===== config.mk =====
export PLATFORM = sky130hd
export DESIGN_NAME = spi_slave_if_flat
export DESIGN_NICKNAME = d
export VERILOG_FILES = /design/src/rtl/spi_slave_if_if.sv /design/src/rtl/spi_slave_if.sv /design/src/flat_wrapper.sv
export SDC_FILE = /design/constraint.sdc
export NUM_CORES = 1
export LEC_CHECK = 0
export ABC_AREA = 1
export CAP_MARGIN = 10
export CORE_UTILIZATION = 40
export CTS_CLUSTER_SIZE = 24
export DETAILED_ROUTE_END_ITERATION = 8
export GPL_ROUTABILITY_DRIVEN = 1
export SYNTH_ARGS = -nofsm -noshare
export SYNTH_HDL_FRONTEND = slang
export SYNTH_SLANG_ARGS = --single-unit

===== constraint.sdc =====
create_clock -name clk -period 2 [get_ports clk]
set_input_delay 0.4 -clock clk [delete_from_list [all_inputs] [get_ports clk]]
set_output_delay 0.4 -clock clk [all_outputs]
set_load 0.03 [all_outputs]

===== src/rtl/spi_slave_if_if.sv =====
// Bus bundle between the SPI master/memory side and spi_slave_if.
// Signals:
//   SS_n     - slave select, active low
//   MOSI     - serial command data, MSB first
//   MISO     - serial read data, MSB first, 0 when idle
//   rx_data  - assembled 10-bit command word ([9:8] command, [7:0] address/data)
//   rx_valid - one-cycle strobe qualifying rx_data
//   tx_data  - read byte from memory
//   tx_valid - tx_data valid, may stay high indefinitely
// The slave modport is the view taken by spi_slave_if; master is the environment.
interface spi_slave_if_if;
    logic       SS_n;
    logic       MOSI;
    logic       MISO;
    logic [9:0] rx_data;
    logic       rx_valid;
    logic [7:0] tx_data;
    logic       tx_valid;

    modport slave (
        input  SS_n,
        input  MOSI,
        input  tx_data,
        input  tx_valid,
        output MISO,
        output rx_data,
        output rx_valid
    );

    modport master (
        output SS_n,
        output MOSI,
        output tx_data,
        output tx_valid,
        input  MISO,
        input  rx_data,
        input  rx_valid
    );
endinterface


===== src/rtl/spi_slave_if.sv =====
// Serial front end of the SPI-to-memory path.
// Deserialises 10-bit command words from MOSI (one bit per rising clk edge while SS_n is low),
// presents them as rx_data/rx_valid, and for read-data frames captures the memory's tx_data
// byte and shifts it back out on MISO, MSB first.
// Ports:
//   clk - system clock, also the SPI bit clock
//   rst - synchronous active-high reset
//   bus - spi_slave_if_if.slave: SS_n, MOSI, MISO, rx_data, rx_valid, tx_data, tx_valid
module spi_slave_if (
    input  logic                 clk,
    input  logic                 rst,
    spi_slave_if_if.slave        bus
);

    typedef enum logic [2:0] {
        StIdle,
        StChkCmd,
        StWrite,
        StReadAdd,
        StReadData
    } state_e;

    state_e     state_q, state_d;
    logic [8:0] shift_q, shift_d;
    logic [3:0] bit_cnt_q, bit_cnt_d;
    logic       frame_done_q, frame_done_d;
    logic [9:0] rx_data_q, rx_data_d;
    logic       rx_valid_q, rx_valid_d;
    logic       rd_addr_done_q, rd_addr_done_d;
    logic       wait_q, wait_d;
    logic       shifting_q, shifting_d;
    logic [6:0] tx_sr_q, tx_sr_d;
    logic [2:0] tx_cnt_q, tx_cnt_d;
    logic       miso_q, miso_d;

    always_comb begin
        state_d        = state_q;
        shift_d        = shift_q;
        bit_cnt_d      = bit_cnt_q;
        frame_done_d   = frame_done_q;
        rx_data_d      = rx_data_q;
        rx_valid_d     = 1'b0;
        rd_addr_done_d = rd_addr_done_q;
        wait_d         = wait_q;
        shifting_d     = shifting_q;
        tx_sr_d        = tx_sr_q;
        tx_cnt_d       = tx_cnt_q;
        miso_d         = miso_q;

        if (state_q != StIdle && bus.SS_n) begin
            // Abort: drop the frame silently, rx_data keeps its last value.
            state_d      = StIdle;
            bit_cnt_d    = 4'd0;
            frame_done_d = 1'b0;
            wait_d       = 1'b0;
            shifting_d   = 1'b0;
            tx_cnt_d     = 3'd0;
            miso_d       = 1'b0;
        end else begin
            unique case (state_q)
                StIdle: begin
                    bit_cnt_d    = 4'd0;
                    frame_done_d = 1'b0;
                    wait_d       = 1'b0;
                    shifting_d   = 1'b0;
                    miso_d       = 1'b0;
                    if (!bus.SS_n) begin
                        state_d = StChkCmd;
                    end
                end

                StChkCmd: begin
                    shift_d      = {shift_q[7:0], bus.MOSI};
                    bit_cnt_d    = 4'd0;
                    frame_done_d = 1'b0;
                    if (!bus.MOSI) begin
                        state_d = StWrite;
                    end else if (rd_addr_done_q) begin
                        state_d = StReadData;
                    end else begin
                        state_d = StReadAdd;
                    end
                end

                StWrite, StReadAdd, StReadData: begin
                    if (!frame_done_q) begin
                        shift_d   = {shift_q[7:0], bus.MOSI};
                        bit_cnt_d = bit_cnt_q + 4'd1;
                        // bit_cnt_q == 8 means this edge samples bit 0.
                        if (bit_cnt_q == 4'd8) begin
                            frame_done_d = 1'b1;
                            rx_data_d    = {shift_q, bus.MOSI};
                            rx_valid_d   = 1'b1;
                            if (state_q == StReadAdd) begin
                                rd_addr_done_d = 1'b1;
                            end
                            if (state_q == StReadData) begin
                                rd_addr_done_d = 1'b0;
                                wait_d         = 1'b1;
                            end
                        end
                    end

                    if (state_q == StReadData) begin
                        if (wait_q && bus.tx_valid) begin
                            // Capture once; later tx_valid is ignored since wait is cleared.
                            wait_d     = 1'b0;
                            shifting_d = 1'b1;
                            miso_d     = bus.tx_data[7];
                            tx_sr_d    = bus.tx_data[6:0];
                            tx_cnt_d   = 3'd7;
                        end else if (shifting_q) begin
                            if (tx_cnt_q != 3'd0) begin
                                miso_d   = tx_sr_q[6];
                                tx_sr_d  = {tx_sr_q[5:0], 1'b0};
                                tx_cnt_d = tx_cnt_q - 3'd1;
                            end else begin
                                miso_d     = 1'b0;
                                shifting_d = 1'b0;
                            end
                        end
                    end
                end

                default: begin
                    state_d = StIdle;
                    miso_d  = 1'b0;
                end
            endcase
        end
    end

    always_ff @(posedge clk) begin
        if (rst) begin
            state_q        <= StIdle;
            shift_q        <= 9'd0;
            bit_cnt_q      <= 4'd0;
            frame_done_q   <= 1'b0;
            rx_data_q      <= 10'd0;
            rx_valid_q     <= 1'b0;
            rd_addr_done_q <= 1'b0;
            wait_q         <= 1'b0;
            shifting_q     <= 1'b0;
            tx_sr_q        <= 7'd0;
            tx_cnt_q       <= 3'd0;
            miso_q         <= 1'b0;
        end else begin
            state_q        <= state_d;
            shift_q        <= shift_d;
            bit_cnt_q      <= bit_cnt_d;
            frame_done_q   <= frame_done_d;
            rx_data_q      <= rx_data_d;
            rx_valid_q     <= rx_valid_d;
            rd_addr_done_q <= rd_addr_done_d;
            wait_q         <= wait_d;
            shifting_q     <= shifting_d;
            tx_sr_q        <= tx_sr_d;
            tx_cnt_q       <= tx_cnt_d;
            miso_q         <= miso_d;
        end
    end

    assign bus.rx_data  = rx_data_q;
    assign bus.rx_valid = rx_valid_q;
    assign bus.MISO     = miso_q;

endmodule


===== src/flat_wrapper.sv =====
// flat-port wrapper written by rule: the top's interface ports become plain ports
module spi_slave_if_flat 
  (clk, rst, bus_SS_n, bus_MOSI, bus_tx_data, bus_tx_valid, bus_MISO, bus_rx_data, bus_rx_valid);
  spi_slave_if_if bus_i ();
  input  logic clk;
  input  logic rst;
  input wire logic [$bits(bus_i.SS_n)-1:0] bus_SS_n;
  input wire logic [$bits(bus_i.MOSI)-1:0] bus_MOSI;
  input wire logic [$bits(bus_i.tx_data)-1:0] bus_tx_data;
  input wire logic [$bits(bus_i.tx_valid)-1:0] bus_tx_valid;
  output wire logic [$bits(bus_i.MISO)-1:0] bus_MISO;
  output wire logic [$bits(bus_i.rx_data)-1:0] bus_rx_data;
  output wire logic [$bits(bus_i.rx_valid)-1:0] bus_rx_valid;
  assign bus_i.SS_n = bus_SS_n;
  assign bus_i.MOSI = bus_MOSI;
  assign bus_i.tx_data = bus_tx_data;
  assign bus_i.tx_valid = bus_tx_valid;
  assign bus_MISO = bus_i.MISO;
  assign bus_rx_data = bus_i.rx_data;
  assign bus_rx_valid = bus_i.rx_valid;
  spi_slave_if u_core (.clk(clk), .rst(rst), .bus(bus_i));
endmodule

==> metrics.log <==
INFO  metric critPathRequiredTime = 1.60 ns
INFO  metric antenna_cells = 0
INFO  metric chipHeight = 72.90 um
INFO  metric viasPerCell = 4.560
INFO  metric global_route_wire_length_before_repair = 6.782 mm
INFO  metric cell_with_the_biggest_individual_delay_on_the_critical_path = sky130_fd_sc_hd__clkdlybuf4s50_1
INFO  metric post_cts_resize_count = 0
INFO  metric timing.critical_path.buf_inv = 1
INFO  metric design.portCount = 25
INFO  metric static-leakage-power = 1.043 nW
INFO  metric clk-insertion-delay-late = 0.30 ns
INFO  metric critPathArrivalTime = 1.32 ns
INFO  metric via_count_of_the_first_global_routing_pass = 1553
INFO  metric number_of_antenna_violations_at_the_first_check_in_global_routing = 0
INFO  metric finalPower = 1.714 mW
INFO  metric finalSetupTns = 0 ns
INFO  metric synth.cell_area = 2011 um2
INFO  metric grt_setup_unrepaired = false
INFO  metric path_delay_family = buffers and inverters
INFO  metric relSlewSlack = 77.99%
INFO  metric die_x = 72.90 um
INFO  metric status = completed
INFO  metric final_min_period_over_clock_period = 85.97%
INFO  metric max_cap_viol_count = 0
INFO  metric kind_of_critical_path = reg2out
INFO  metric port_buffers = 24
INFO  metric worst_setup_path_end_kind = primary output
INFO  metric tritoncts_clock_tree = yes
INFO  metric holdWs = 0.4783 ns
INFO  metric cellPowerDensity = 708.8 nW/um2
INFO  metric std_cell_rows = 25
INFO  metric post_drt_wl_per_cell = 9.960 um
INFO  metric edff_count_synth = 0
INFO  metric timing.final.max_slew_violations = 0
INFO  metric yosys_register_bits = 42
INFO  metric design.core.area = 4786 um2
INFO  metric grt_start_max_net_pins = 27
INFO  metric post_route_cell_area = 2419 um2
INFO  metric die_area = 5314 um2
INFO  metric clock.fmax = 581.6 MHz
INFO  metric final_period_minus_worst_setup_slack = 1.719 ns
INFO  metric timing_worst_slew_pin_value = 0.3291 ns
INFO  metric final_net_count = 349
INFO  metric global_placement_routability_congestion = 0.7847
INFO  metric synthToLayoutAreaGrowth = 20.29%
INFO  metric grt.total_usage = 16.60%
INFO  metric globalRouteOverflowTotal = 0
INFO  metric synth_cell_type_count = 24
INFO  metric finalSetupViolations = 0
INFO  metric hold_violations = 0
INFO  metric first_iter_violations = 68
INFO  metric kind_of_launch_point_of_the_worst_setup_path = flip-flop
INFO  metric worst_path_largest_cell_delay = 0.68 ns
INFO  metric cts.hold.buffers_added = 0
INFO  metric clkSlewWorstSetupHoldPaths = 0.08 ns
INFO  metric ant_nets = 0
INFO  metric first_pass_iters = 4
INFO  metric crit_path_max_fanout = 2
INFO  metric clock_skew = 0.006623 ns
INFO  metric cts_num_sinks = 42
INFO  metric post_route_cells_drive_above_1_share = 6.907%
INFO  metric root_buffer = sky130_fd_sc_hd__clkbuf_8
INFO  metric syn_avg_cell_area = 6.592 um2
INFO  metric worst_ir_drop_vdd = 0.0003731 V
INFO  metric initial_utilization = 42.01%
INFO  metric tritoncts.num_buffers = 5
INFO  metric post_place_cell_area = 2328 um2
INFO  metric async_flop_share = 0%
INFO  metric postRouteWirelength = 3.984 mm
INFO  metric timing.critical_path.cells = clkdlybuf4s50_1
INFO  metric synth.net_count = 322
INFO  metric synth_flop_cell = sky130_fd_sc_hd__dfxtp_1
INFO  metric h_tree_level_count = 2
INFO  metric syn_inst = 305
INFO  metric yosys_warnings = 0
INFO  metric postCtsSetupBuffers = 0
INFO  metric ys_seq_area_share = 41.82%
INFO  metric detail_route.drc_violations = 0
INFO  metric clock_tree.buffer_depth = 2
INFO  metric vias = 1824
INFO  metric hpwl = 2.811 mm
INFO  metric fin_util = 50.54%
INFO  metric hold_class = reg2reg
-- cell families after synthesis --
family          after synthesis  synth area share [%]
simple gates                176                 36.47
buf+inv                      52                 11.14
flops                        42                 41.82
compound gates               30                 7.654
fa+ha+maj                     4                 2.489
xor+xnor                      1                0.4357
-- layer usage --
metal	global-route usage (%)	vias up	part of all wire [%]
met1	21.72	807	51
met3	3.591	7	2.7
met2	25.75	21	44
met4	8.497	0	2.2
li1	-	989	-
met5	0	-	0
-- path summary, 6_finish.rpt --
check,cells after the start,startpoint,slack (ns),to
setup / recovery,1,u_core.bus.rx_data[9]$_SDFFE_PP0P_,0.28,bus_rx_data[9]
hold / removal,2,u_core.tx_cnt_q[2]$_SDFFE_PP0P_,0.48,u_core.tx_cnt_q[2]$_SDFFE_PP0P_
setup reg to reg,10,u_core.bit_cnt_q[0]$_SDFFE_PP0P_,0.41,u_core.bus.rx_data[1]$_SDFFE_PP0P_
hold reg to reg,2,u_core.tx_cnt_q[2]$_SDFFE_PP0P_,0.48,u_core.tx_cnt_q[2]$_SDFFE_PP0P_
-- final cells by class --
type | instances | area (um2)
multi-input combinational | 211 | 945.9
timing repair buffer | 30 | 297.8
inverter | 42 | 160.2
tap | 67 | 83.83
clock buffer | 5 | 68.82
clock inverter | 3 | 21.27
sequential | 42 | 840.8
fill | 523 | 2367
-- registers in the layout, indices dropped and copies added, names as in the netlist --
register,cells
u_core.tx_sr_q,7
u_core.frame_done_q,1
u_core.bit_cnt_q,4
u_core.shift_q,9
u_core.bus.MISO,1
u_core.state_q,3
u_core.tx_cnt_q,3
u_core.shifting_q,1
u_core.bus.rx_data,10
u_core.bus.rx_valid,1
u_core.wait_q,1
u_core.rd_addr_done_q,1
-- synthesized netlist by cell type (2+ instances only) --
cell                       count  area share [%]
sky130_fd_sc_hd__dfxtp_1      42              42
sky130_fd_sc_hd__nand3_1      21             5.2
sky130_fd_sc_hd__nor2_1       54              10
sky130_fd_sc_hd__a21oi_1      22             5.5
sky130_fd_sc_hd__clkinv_1      2            0.37
sky130_fd_sc_hd__ha_1          4             2.5
sky130_fd_sc_hd__nor2_4        2             1.1
sky130_fd_sc_hd__buf_6         2             1.1
sky130_fd_sc_hd__clkbuf_1      3            0.56
sky130_fd_sc_hd__nand2_1      88              16
sky130_fd_sc_hd__inv_1        38             7.1
sky130_fd_sc_hd__nor3_1        4             1.0
sky130_fd_sc_hd__nand4_1       3            0.93
sky130_fd_sc_hd__buf_4         2            0.75
sky130_fd_sc_hd__buf_2         3            0.75
sky130_fd_sc_hd__o21ai_0       7             1.7
-- layout by cell type (no fill, tap or decap), types with 2 or more instances in the layout --
cell type	instances
sky130_fd_sc_hd__buf_4	5
sky130_fd_sc_hd__nor2_1	54
sky130_fd_sc_hd__clkinv_1	2
sky130_fd_sc_hd__o21ai_0	7
sky130_fd_sc_hd__a21oi_1	22
sky130_fd_sc_hd__dfxtp_1	42
sky130_fd_sc_hd__nor2_4	2
sky130_fd_sc_hd__inv_1	38
sky130_fd_sc_hd__nand3_1	21
sky130_fd_sc_hd__nand4_1	3
sky130_fd_sc_hd__nand2_1	88
sky130_fd_sc_hd__clkdlybuf4s50_1	24
sky130_fd_sc_hd__clkbuf_8	5
sky130_fd_sc_hd__nor3_1	4
sky130_fd_sc_hd__ha_1	4
-- stage by stage --
step | cells | setup slack (ns)
6_report | 400 | 0.2806
5_1_grt | 400 | 0.1883
4_1_cts | 400 | 0.2638
3_5_place_dp | 392 | 0.2121
3_3_place_gp | 392 | 0.2481
2_1_floorplan | 305 | 0.6173
-- power by group --
part	leakage (nW)	internal (mW)	switching (mW)	total [mW]
clock	0.0441	0.245	0.307	0.552
sequential	0.340	0.876	0.0266	0.903
combinational	0.659	0.0989	0.160	0.259
total	1.04	1.22	0.494	1.71
(Power assumes the default switching activity.)
==> edit (config.mk and constraints unchanged) <==
Reset style: asynchronous (`rst`), changed in one clocked block. Comments in the files are not updated.
--- a/src/rtl/spi_slave_if.sv
+++ b/src/rtl/spi_slave_if.sv
@@ -131,5 +131,5 @@
     end
 
-    always_ff @(posedge clk) begin
+    always_ff @(posedge clk or posedge rst) begin
         if (rst) begin
             state_q        <= StIdle;
Formal check against the unedited RTL: same outputs for any inputs over 10 cycles, from zero or initial values and one cycle with rst high; that may be too few to reach the edited logic, so the function may still have changed.
==> edit against the unedited design <==
- sequential cell count stayed put
- register-to-register slack got worse by 40 ps
- final area increased by 5.7%
- clock skew down 1.7 ps
- wire length rose by 1.9%
- synthesized area up 3.7%
- critical endpoint is now bus_rx_data[7]
- worst setup slack worse by 11 ps
Power is not compared: it rests on default switching activity, and its combinational part moved more than twofold at a synthesized area within 25%.
==> edit: results (changes against the unedited design) <==
[routing]
dr_wl_met2_um = 1710  ; -2.0%
vias = 1720  ; -5.7%
routed-wl-met3_um = 110  ; +0.92%
drc = 0  ; unchanged
wl_met1_um = 2190  ; +6.8%
first_iter_violations = 110  ; +62%
first_pass_iters = 4  ; unchanged
dr.max_layer_used = met4
routed_wl_um = 4060  ; +1.9%

[clock_network]
cts_root_buffer = clkbuf_8
clkTransAtPathRegs_ps = 80  ; about the same
cts_setup_buffers = 0  ; unchanged
cts-resized-gates = 0  ; unchanged
numCtsBuffers = 5  ; unchanged
clk_latency_ps = 290
clock_tree.buffer_depth = 2  ; unchanged
htree_levels = 2  ; unchanged

[global_route]
grt_pass1_vias = 1626  ; +4.7%
antenna_found_initial = 0  ; unchanged
track_usage_pct = 17.5  ; +0.94 points
grt_pass1_wl_um = 7330  ; +8.1%
grt_max_degree = 43  ; +59%

[finish]
drive_gt1_share_pct = 9.00  ; +2.1 points
largest_reg_flops = 10  ; unchanged
fin_nets = 316  ; -9.5%
n_antenna_cell = 0  ; unchanged

[sta]
finalMaxSlewViolations = 0  ; unchanged
tightestPinTransition_ps = 314  ; -15.0 ps
fin_skew_ps = 4.89  ; -1.73 ps

[synth]
synthArstFlopShare_pct = 100  ; +100 points
ys_seq_area_share_pct = 50.4  ; +8.6 points
yosys_warnings = 0  ; unchanged
syn-num-nets = 282  ; -12%
synth_area_leaders = dfrtp_1, nand2_1, nand3_1
ys_types = 24  ; unchanged
synth_common_cells = nand2_1, dfrtp_1, inv_1, nand3_1, o21ai_0
synth_edf_count = 0  ; unchanged

[power]
p_leak_nw = 1.37
ir_worst_vdd_uv = 658

[hold_path]
hold_path.class = in2async

[place]
gp_congestion = 0.784  ; -0.13%
dp.final_hpwl_um = 2930  ; +4.1%
pre_cts_ws_ps = 88.5  ; -124 ps
placed_area_sq_um = 2450  ; +5.1%
io_buffer_count = 24  ; unchanged

[status]
status = completed

[critical_path]
crit_family = buffers and inverters
cpMaxStageDelayCell = clkdlybuf4s50_1
slowest_delay_ps = 680  ; about the same
critPathMaxFanout = 2  ; unchanged
arrival_ps = 1330
rr_worst_depth = 9  ; -1

edit: cell families after synthesis:
family | after synthesis | share of synthesized area, %
buffers and inverters | 26 | 5.10
XOR/XNOR | 1 | 0.420
adder cells (fa/ha/maj) | 4 | 2.40
AND/OR/NAND/NOR | 170 | 36.1
AO/OA/AOI/OAI | 22 | 5.58
flip-flops | 42 | 50.4
edit: path summary, 6_finish.rpt:
path,startpoint,endpoint,slack (ps)
max,u_core.bus.rx_data[7],bus_rx_data[7],270
max reg2reg,u_core.bit_cnt_q[0],u_core.bus.rx_data[7],370
min,rst,u_core.bus.MISO,460
min in group clk,u_core.bus.rx_data[6],u_core.bus.rx_data[6],470
max in group asynchronous,rst,u_core.shift_q[0],1350
min reg2reg,u_core.bus.rx_data[6],u_core.bus.rx_data[6],470
edit: power by group:
group	internal (mW)	leakage, nW	switching (mW)	total (mW)
sequential	0.961	0.569	0.114	1.07
clock	0.368	0.0579	0.296	0.663
combinational	0.230	0.746	0.430	0.660
total	1.56	1.37	0.839	2.40
edit: worst register-to-register path: stages, from the launching register on:
cell     delay [ps]
dfrtp_1         420
inv_1           110
ha_1            160
nand2_1          50
nor2_1          160
nand2_1         150
nor2_4          210
buf_4           180
nand2_1          60
nand2_1          60
edit: final cells by class:
cell class	instances	area (sq um)
Fill cell	497	2320
Sequential cell	42	1050
Multi-Input combinational cell	197	928
Timing Repair Buffer	30	298
Inverter	23	86.3
Tap cell	67	83.8
Clock buffer	5	68.8
Clock inverter	3	40.0
edit: metrics by stage:
stage               std cells  power, mW
floorplan                 265       1.55
detailed placement        359       1.74
finish                    367       2.40
global route              367       2.56
global placement          359       1.74
CTS                       367       2.42
edit: routing by layer:
metal / vias to the layer above / global-route usage (%)
met3: 5 / 3.25
met4: 0 / 7.55
li1: 900 / -
met5: - / 0
met2: 22 / 25.2
met1: 793 / 25.9
